### src/rtl/muldiv_pkg.sv
// muldiv_pkg: shared types and constants for the HI/LO multiply/divide controller.
//   md_op_t    - EX-stage multiply/divide opcode
//   md_state_t - controller sequencing state
//   DIV_CYCLES - number of busy cycles of the external radix-2 divider
package muldiv_pkg;

    typedef enum logic [2:0] {
        NOP   = 3'd0,
        MULT  = 3'd1,
        MULTU = 3'd2,
        DIV   = 3'd3,
        DIVU  = 3'd4,
        MTHI  = 3'd5,
        MTLO  = 3'd6
    } md_op_t;

    typedef enum logic [2:0] {
        IDLE       = 3'd0,
        DIV_LAUNCH = 3'd1,
        DIV_WAIT   = 3'd2,
        MUL_WAIT   = 3'd3,
        DRAIN      = 3'd4
    } md_state_t;

    localparam int DIV_CYCLES = 32;

    function automatic logic is_mul(input md_op_t o);
        return (o == MULT) || (o == MULTU);
    endfunction

    function automatic logic is_div(input md_op_t o);
        return (o == DIV) || (o == DIVU);
    endfunction

endpackage

### src/rtl/mul_pipe2.sv
// mul_pipe2: two-stage 33x33 signed multiplier (input register + output register).
// Ports:
//   clk, resetn     - clock, asynchronous active-low reset
//   load            - capture a/b into the input register
//   is_signed       - 1: sign-extend operands to 33 bits, 0: zero-extend
//   a, b            - 32-bit operands
//   product         - low 64 bits of the 33x33 product, valid two cycles after load
module mul_pipe2 (
    input  logic        clk,
    input  logic        resetn,
    input  logic        load,
    input  logic        is_signed,
    input  logic [31:0] a,
    input  logic [31:0] b,
    output logic [63:0] product
);

    logic [32:0] a_reg;
    logic [32:0] b_reg;
    logic [63:0] prod_reg;
    logic [63:0] a_ext;
    logic [63:0] b_ext;

    // Only the low 64 bits of the 66-bit product are architecturally visible,
    // and those are identical for a 64-bit multiply of the sign-extended operands.
    assign a_ext = {{31{a_reg[32]}}, a_reg};
    assign b_ext = {{31{b_reg[32]}}, b_reg};

    always_ff @(posedge clk or negedge resetn) begin
        if (!resetn) begin
            a_reg    <= '0;
            b_reg    <= '0;
            prod_reg <= '0;
        end else begin
            if (load) begin
                a_reg <= {is_signed & a[31], a};
                b_reg <= {is_signed & b[31], b};
            end
            prod_reg <= a_ext * b_ext;
        end
    end

    assign product = prod_reg;

endmodule

### src/rtl/muldiv_hilo_ctrl.sv
// muldiv_hilo_ctrl: owns HI/LO and sequences MULT/MULTU/DIV/DIVU/MTHI/MTLO in EX.
// Multiplies run on the internal mul_pipe2; divides are launched on an external
// non-abortable radix-2 divider and drained cleanly when flushed.
// Ports:
//   clk, resetn             - clock, asynchronous active-low reset
//   op_valid, op            - EX instruction valid and opcode (held while stalled)
//   src_a, src_b            - rs / rt operands
//   flush                   - kill EX instruction and any in-flight mul/div
//   stall_out               - freeze IF..EX (combinational)
//   hi, lo                  - architectural HI/LO (registered)
//   div_valid               - one-cycle divider start pulse (registered)
//   div_sign, div_a, div_b  - divider operands, stable from launch to capture
//   div_stall, div_result   - divider busy flag and {remainder, quotient}
// Optional feature: define MULDIV_DIVZERO_BYPASS_EN to retire divide-by-zero
// immediately without touching the divider or HI/LO.
module muldiv_hilo_ctrl
    import muldiv_pkg::*;
(
    input  logic        clk,
    input  logic        resetn,
    input  logic        op_valid,
    input  md_op_t      op,
    input  logic [31:0] src_a,
    input  logic [31:0] src_b,
    input  logic        flush,
    output logic        stall_out,
    output logic [31:0] hi,
    output logic [31:0] lo,
    output logic        div_valid,
    output logic        div_sign,
    output logic [31:0] div_a,
    output logic [31:0] div_b,
    input  logic        div_stall,
    input  logic [63:0] div_result
);

    md_state_t   state_reg;
    logic        mul_cnt_reg;
    logic [31:0] hi_reg;
    logic [31:0] lo_reg;
    logic [31:0] div_a_reg;
    logic [31:0] div_b_reg;
    logic        div_valid_reg;
    logic        div_sign_reg;

    logic [63:0] mul_product;
    logic        accept;
    logic        mt_ok;
    logic        div_zero;
    logic        md_presented;

`ifdef MULDIV_DIVZERO_BYPASS_EN
    assign div_zero = is_div(op) && (src_b == 32'd0);
`else
    assign div_zero = 1'b0;
`endif

    // A mul/div that actually needs the sequencer (bypassed x/0 does not).
    assign md_presented = op_valid && (is_mul(op) || (is_div(op) && !div_zero));
    assign accept       = (state_reg == IDLE) && op_valid && !flush;
    // MTHI/MTLO only touch HI/LO, so they may retire while a flushed divide drains.
    assign mt_ok        = op_valid && !flush && ((state_reg == IDLE) || (state_reg == DRAIN));

    mul_pipe2 u_mul (
        .clk       (clk),
        .resetn    (resetn),
        .load      (accept && is_mul(op)),
        .is_signed (op == MULT),
        .a         (src_a),
        .b         (src_b),
        .product   (mul_product)
    );

    always_comb begin
        stall_out = 1'b0;
        case (state_reg)
            IDLE:       stall_out = md_presented && !flush;
            DIV_LAUNCH: stall_out = 1'b1;
            DIV_WAIT:   stall_out = div_stall;
            MUL_WAIT:   stall_out = !mul_cnt_reg;
            DRAIN:      stall_out = md_presented;
            default:    stall_out = 1'b0;
        endcase
    end

    always_ff @(posedge clk or negedge resetn) begin
        if (!resetn) begin
            state_reg     <= IDLE;
            mul_cnt_reg   <= 1'b0;
            hi_reg        <= '0;
            lo_reg        <= '0;
            div_a_reg     <= '0;
            div_b_reg     <= '0;
            div_valid_reg <= 1'b0;
            div_sign_reg  <= 1'b0;
        end else begin
            // Divider re-arms on a held valid, so the start pulse self-clears.
            div_valid_reg <= 1'b0;

            if (mt_ok && (op == MTHI)) hi_reg <= src_a;
            if (mt_ok && (op == MTLO)) lo_reg <= src_a;

            case (state_reg)
                IDLE: begin
                    if (accept && is_mul(op)) begin
                        mul_cnt_reg <= 1'b0;
                        state_reg   <= MUL_WAIT;
                    end else if (accept && is_div(op) && !div_zero) begin
                        div_a_reg     <= src_a;
                        div_b_reg     <= src_b;
                        div_sign_reg  <= (op == DIV);
                        div_valid_reg <= 1'b1;
                        state_reg     <= DIV_LAUNCH;
                    end
                end
                // The pulse is already on the wire; a flush here must still
                // wait for the divider to finish.
                DIV_LAUNCH: state_reg <= flush ? DRAIN : DIV_WAIT;
                DIV_WAIT: begin
                    if (flush) begin
                        state_reg <= DRAIN;
                    end else if (!div_stall) begin
                        hi_reg    <= div_result[63:32];
                        lo_reg    <= div_result[31:0];
                        state_reg <= IDLE;
                    end
                end
                MUL_WAIT: begin
                    if (flush) begin
                        state_reg <= IDLE;
                    end else if (!mul_cnt_reg) begin
                        mul_cnt_reg <= 1'b1;
                    end else begin
                        hi_reg    <= mul_product[63:32];
                        lo_reg    <= mul_product[31:0];
                        state_reg <= IDLE;
                    end
                end
                DRAIN: begin
                    if (!div_stall) state_reg <= IDLE;
                end
                default: state_reg <= IDLE;
            endcase
        end
    end

    assign hi        = hi_reg;
    assign lo        = lo_reg;
    assign div_valid = div_valid_reg;
    assign div_sign  = div_sign_reg;
    assign div_a     = div_a_reg;
    assign div_b     = div_b_reg;

endmodule

### config.mk
export PLATFORM = sky130hd
export DESIGN_NAME = muldiv_hilo_ctrl
export DESIGN_NICKNAME = d
export VERILOG_FILES = /design/src/rtl/muldiv_pkg.sv /design/src/rtl/mul_pipe2.sv /design/src/rtl/muldiv_hilo_ctrl.sv
export SDC_FILE = /design/constraint.sdc
export NUM_CORES = 2
export LEC_CHECK = 0
export BUFFER_PORTS_ARGS = -buffer_cell sky130_fd_sc_hd__buf_2
export CAP_MARGIN = 15
export CORE_ASPECT_RATIO = 0.8
export CORE_MARGIN = 2
export CORE_UTILIZATION = 65
export DETAILED_ROUTE_END_ITERATION = 12
export MAX_ROUTING_LAYER = met4
export PLACE_DENSITY = 0.84
export SETUP_SLACK_MARGIN = 0.02
export SYNTH_ARGS = -nofsm -noshare
export SYNTH_HDL_FRONTEND = slang
export SYNTH_SLANG_ARGS = --single-unit
### constraint.sdc
create_clock -name clk -period 15.5 [get_ports clk]
set_clock_uncertainty 0.05 [all_clocks]
set_input_delay 3.1 -clock clk [delete_from_list [all_inputs] [get_ports clk]]
set_output_delay 3.1 -clock clk [all_outputs]
set_load 0.03 [all_outputs]
After elaboration in Yosys (flattened, before gate mapping)
Cells that the tools add are included.

$mul: 1. Equality and inequality tests: 14. Multiplexer cells: 27. Bitwise operators: 3. Reduce and logical (&&, ||, !) cells: 21.

Operators by type and width (count): two-way mux 32 bit (10); case mux 32 bit (2 select lines) (2); multiplier 33 x 33 -> 64 bit (1); two-way mux 3 bit (7); case mux 3 bit (5 select lines) (1); == test 3 x 2 -> 1 bit (second input constant) (4); == test 3 bit (second input constant) (4); logical AND 1 bit (10); == test 3 x 1 -> 1 bit (second input constant) (2); AND reduction 3 bit (2); two-way mux 1 bit (5); case mux 1 bit (5 select lines) (1); logical OR 1 bit (4); zero test 3 bit (1); != test 3 x 1 -> 1 bit (second input constant) (1); != test 3 bit (second input constant) (1); bitwise AND 1 bit (2); zero test 1 bit (2); != test 2 x 1 -> 1 bit (second input constant) (1); != test 2 bit (second input constant) (1); case mux 1 bit (2 select lines) (1); AND reduction 2 bit (1); nonzero test 2 bit (1); NOT 1 bit (1).

Register bits: 264.

Depth between registers and ports, before layout
Depth in word-level cells: 8. Mapped depth: 30. Gate-level depth less buffers: 27.

By module
Synthesis repeated with hierarchy kept, for this count alone.

Cell total of the unflattened synthesis: 4804. Area total of the unflattened synthesis: 48430.2 um^2.

Modules (own cells, without submodules): mul_pipe2 (instances 1, cells each 4399, area an instance 42498.3 um^2, seq. area each 3253.1 um^2); muldiv_hilo_ctrl (instances 1, cells each 405, area an instance 5931.9 um^2, seq. area each 3353.2 um^2).

Worst setup path before layout
OpenSTA, ideal clock, no wires.

Path type: register -> register. Start: reg u_mul.b_reg[3]. End: reg u_mul.prod_reg[63] (netlist: u_mul.product[63]). Setup time: 0.080 ns. Arrival time: 7.644 ns. Required time: 15.370 ns. Path slack: 7.726 ns. Cell stages (with the launch flop): 28. Clock period less this slack: 7.774 ns. Cells stage by stage: dfrtp_1 clkbuf_1 clkbuf_1 nand2_1 inv_1 fa_1 fa_1 fa_1 inv_1 fa_1 fa_1 inv_1 fa_1 fa_1 inv_1 fa_1 inv_1 ha_1 o21ai_0 nand2b_1 o311a_1 o21a_1 nor4b_1 a31oi_1 a21boi_1 o21ai_0 a21oi_1 xnor2_1.

Longest elaborated chain between the ends: 1.

RTL lines: start, declared (line mul_pipe2.sv:19) `logic [32:0] b_reg;`; start signal, assigned (line mul_pipe2.sv:37) `b_reg <= {is_signed & b[31], b};`; multiplier 33 x 33 -> 64 bit (line mul_pipe2.sv:39) `prod_reg <= a_ext * b_ext;`; end signal, assigned (line mul_pipe2.sv:39); end, declared (line mul_pipe2.sv:20) `logic [63:0] prod_reg;`.

Every way passes these cells. A chain may end at the register's enable or synchronous reset.

Final worst setup path
Start: reg u_mul.b_reg[0]. End: reg u_mul.prod_reg[63] (netlist: u_mul.product[63]).

The elaborated chain is that of the path after synthesis.

==> impl_metrics.toml <==
[clock_tree]
cts_tree = "built"
post-cts-setup-buffer-count = 0
htree_num_levels = 1
post_cts_resized = 0
clkTransAtPathRegs_ps = 70
cts_buffers = 27
cts_buffer_depth = 3
postCtsHoldBufs = 0
worstSkewPairLatency_ps = 590
root_buffer = "clkbuf_16"
clkSinkCount = 264

[route]
drcViolationCount = 0
final_antenna_net_count = 0
viasPerCell = 5.91
dr.first_iter.drc_count = 3683
routed_wl_mm = 129
vias = 35026
firstDrtPassIters = 6
wl_per_cell_um = 21.7

[setup_path]
cp-end-kind = "flop"
slowest_delay_ps = 1020
rrSetupSlack_ps = 6260
crit_arrival_ps = 9610
r2r-end = "u_mul.product[63]"
startpoint_type = "flop"
cp_data_required_time_ps = 15870
worst-path-buf-inv = 5
cp_cell_sequence = "nand2_1 > inv_1 > fa_1 > fa_1 > fa_1 > inv_1 > fa_1 > fa_1 > inv_1 > fa_1 > fa_1 > inv_1 > fa_1 > inv_1 > ha_1 > and4_1 > nand4_1 > nor3_1 > o211ai_1 > a31oi_1 > a21boi_1 > o21ai_0 > a21oi_1 > xnor2_1"
crit_fanout = 34
cp_top_family = "adder cells"
worstSetupPathType = "flop to flop"
r2r-start = "u_mul.b_reg[0]"
crit_top_cell = "fa_1"
startpoint = "u_mul.b_reg[0]"
worst_r2r_path_depth = 24
critPathSlowestCell = "fa_1"

[placed_design]
place.gp.congestion = 0.972
hpwl_mm = 101
io_buffers = 266

[logic_synthesis]
synthTopCellsByArea = "fa_1, dfrtp_1, inv_1"
synth_common_cells = "fa_1, inv_1, nand2_1"
yosys.area.top_type = "fa_1"
yosysMostFrequentCell = "fa_1"
ys.flop_type = "dfrtp_1"
synth-edff-count = 0
synth_cell_types = 73
synth_area_um2 = 48200
synth_top_cell_area_share_pct = 46.7
synthArstFlopShare_pct = 100
yosysWarningCount = 0
syn_inst = 4798
syn_nets = 6271
syn_avg_cell_area_um2 = 10.1
ys_seq_area_share_pct = 13.7
ys_ff_latch = 264

[cells_and_area]
area_growth_pct = 6.53
final_util_pct = 69.8
drive_above_1_share_pct = 11.0
fillCellCount = 5180
largest_register_ffs = 64
fin_nets = 6373

[sta]
hold_violations = 0
slew_viol_final = 0
min_period_ps = 9240
tightest_slew_ps = 1220
rsz0062_at_grt = "false"
setup_violations = 0
finalCritPeriodShare_pct = 59.6
fmax_mhz = 108
timing.setup.tns_ps = 0
relSlewSlack_pct = 18.4

[run]
max_cap_viol_count = 0

[global_route]
grt_pass1_vias = 38283
grt-ovfl-total = 0
grt_max_degree = 84
grt_usage_pct = 36.6
antenna_found_initial = 7
grt_pass1_wl_mm = 208

[hold_path]
holdPathEnd = "div_b[15]"
worstHoldStart = "div_b[15]"
hp-class = "flop to flop"
holdPathStages = 1

[floorplanning]
core_um2 = 73600
rows = 89
start_util_pct = 65.5
die_w_um = 309
die_y_um = 248
die_area_um2 = 76400
io_pins = 267

[status]
outcome = "complete, no violations"
==> kinds of logic after synthesis <==
| logic type | count (synthesis) | share of synthesized area, % |
|---|---|---|
| xor+xnor | 79 | 1.43 |
| mux | 192 | 4.32 |
| flops | 264 | 13.7 |
| buf+inv | 1363 | 10.7 |
| simple gates | 1227 | 12.9 |
| fa+ha+maj | 1337 | 52.2 |
| compound gates | 336 | 4.78 |
==> layer usage <==
metal / part of all wire [%] / vias to the layer above / GRT usage, %
li1: - / 14350 / -
met1: 37 / 18254 / 46.7
met2: 49 / 1953 / 58.4
met3: 9.8 / 469 / 7.62
met4: 4.3 / 0 / 13.5
met5: 0 / - / -
==> area by class of cell <==
type | count | area (µm²) | share of cell area (%)
clock inverter | 13 | 171 | 0.334
tap | 1001 | 1250 | 2.44
clock buffer | 35 | 766 | 1.49
multi-input combinational | 3171 | 36500 | 71.1
antenna | 10 | 25.0 | 0.0487
sequential | 264 | 6610 | 12.9
inverter | 1096 | 4110 | 8.01
timing repair buffer | 340 | 1920 | 3.75
==> placed cells by master (no fill, tap or decap), types with 17 or more instances in the layout <==
cell	count
ha_1	212
dfrtp_1	263
a21oi_1	59
nand2_1	551
a22oi_1	64
xor2_1	21
buf_4	72
xnor2_1	58
mux2i_1	63
nand2b_1	17
inv_1	1096
clkbuf_16	27
nor2b_1	31
mux2_2	129
buf_2	265
and2_1	545
o22ai_1	63
nor2_1	34
o21ai_0	30
fa_1	1125
a21o_1	30
==> worst max-delay path by stage <==
stage / endpoint / slack, ps / depth (start not counted)
2_1_floorplan: u_mul.product[63] / 7730 / 27
3_3_place_gp: u_mul.product[63] / 6610 / 25
3_5_place_dp: u_mul.product[63] / 6480 / 24
4_1_cts: u_mul.product[63] / 6380 / 24
5_1_grt: u_mul.product[63] / 5790 / 24
6_report: u_mul.product[63] / 6260 / 24
==> through the flow <==
step / std cells / area (µm²) / hold WS [ps] / setup slack (ps)
after detailed placement: 5870 / 50400 / 440 / 6480
final: 5930 / 51400 / 449 / 6260
after global routing: 5926 / 51400 / 463 / 5790
after CTS: 5918 / 51300 / 454 / 6380
after global placement: 5870 / 50400 / 434 / 6610
after floorplan: 4798 / 48200 / 460 / 7730
==> worst register-to-register path, cell delays in order, from the launching register on <==
cell	delay, ps
dfrtp_1	960
nand2_1	230
inv_1	190
fa_1	490
fa_1	560
fa_1	890
inv_1	250
fa_1	1020
fa_1	530
inv_1	90
fa_1	400
fa_1	490
inv_1	50
fa_1	480
inv_1	40
ha_1	370
and4_1	320
nand4_1	150
nor3_1	250
o211ai_1	150
a31oi_1	410
a21boi_1	220
o21ai_0	230
a21oi_1	110
xnor2_1	130
Power is not shown: default switching activity piles up to over one toggle a cycle in this logic, so the estimate is an artifact.
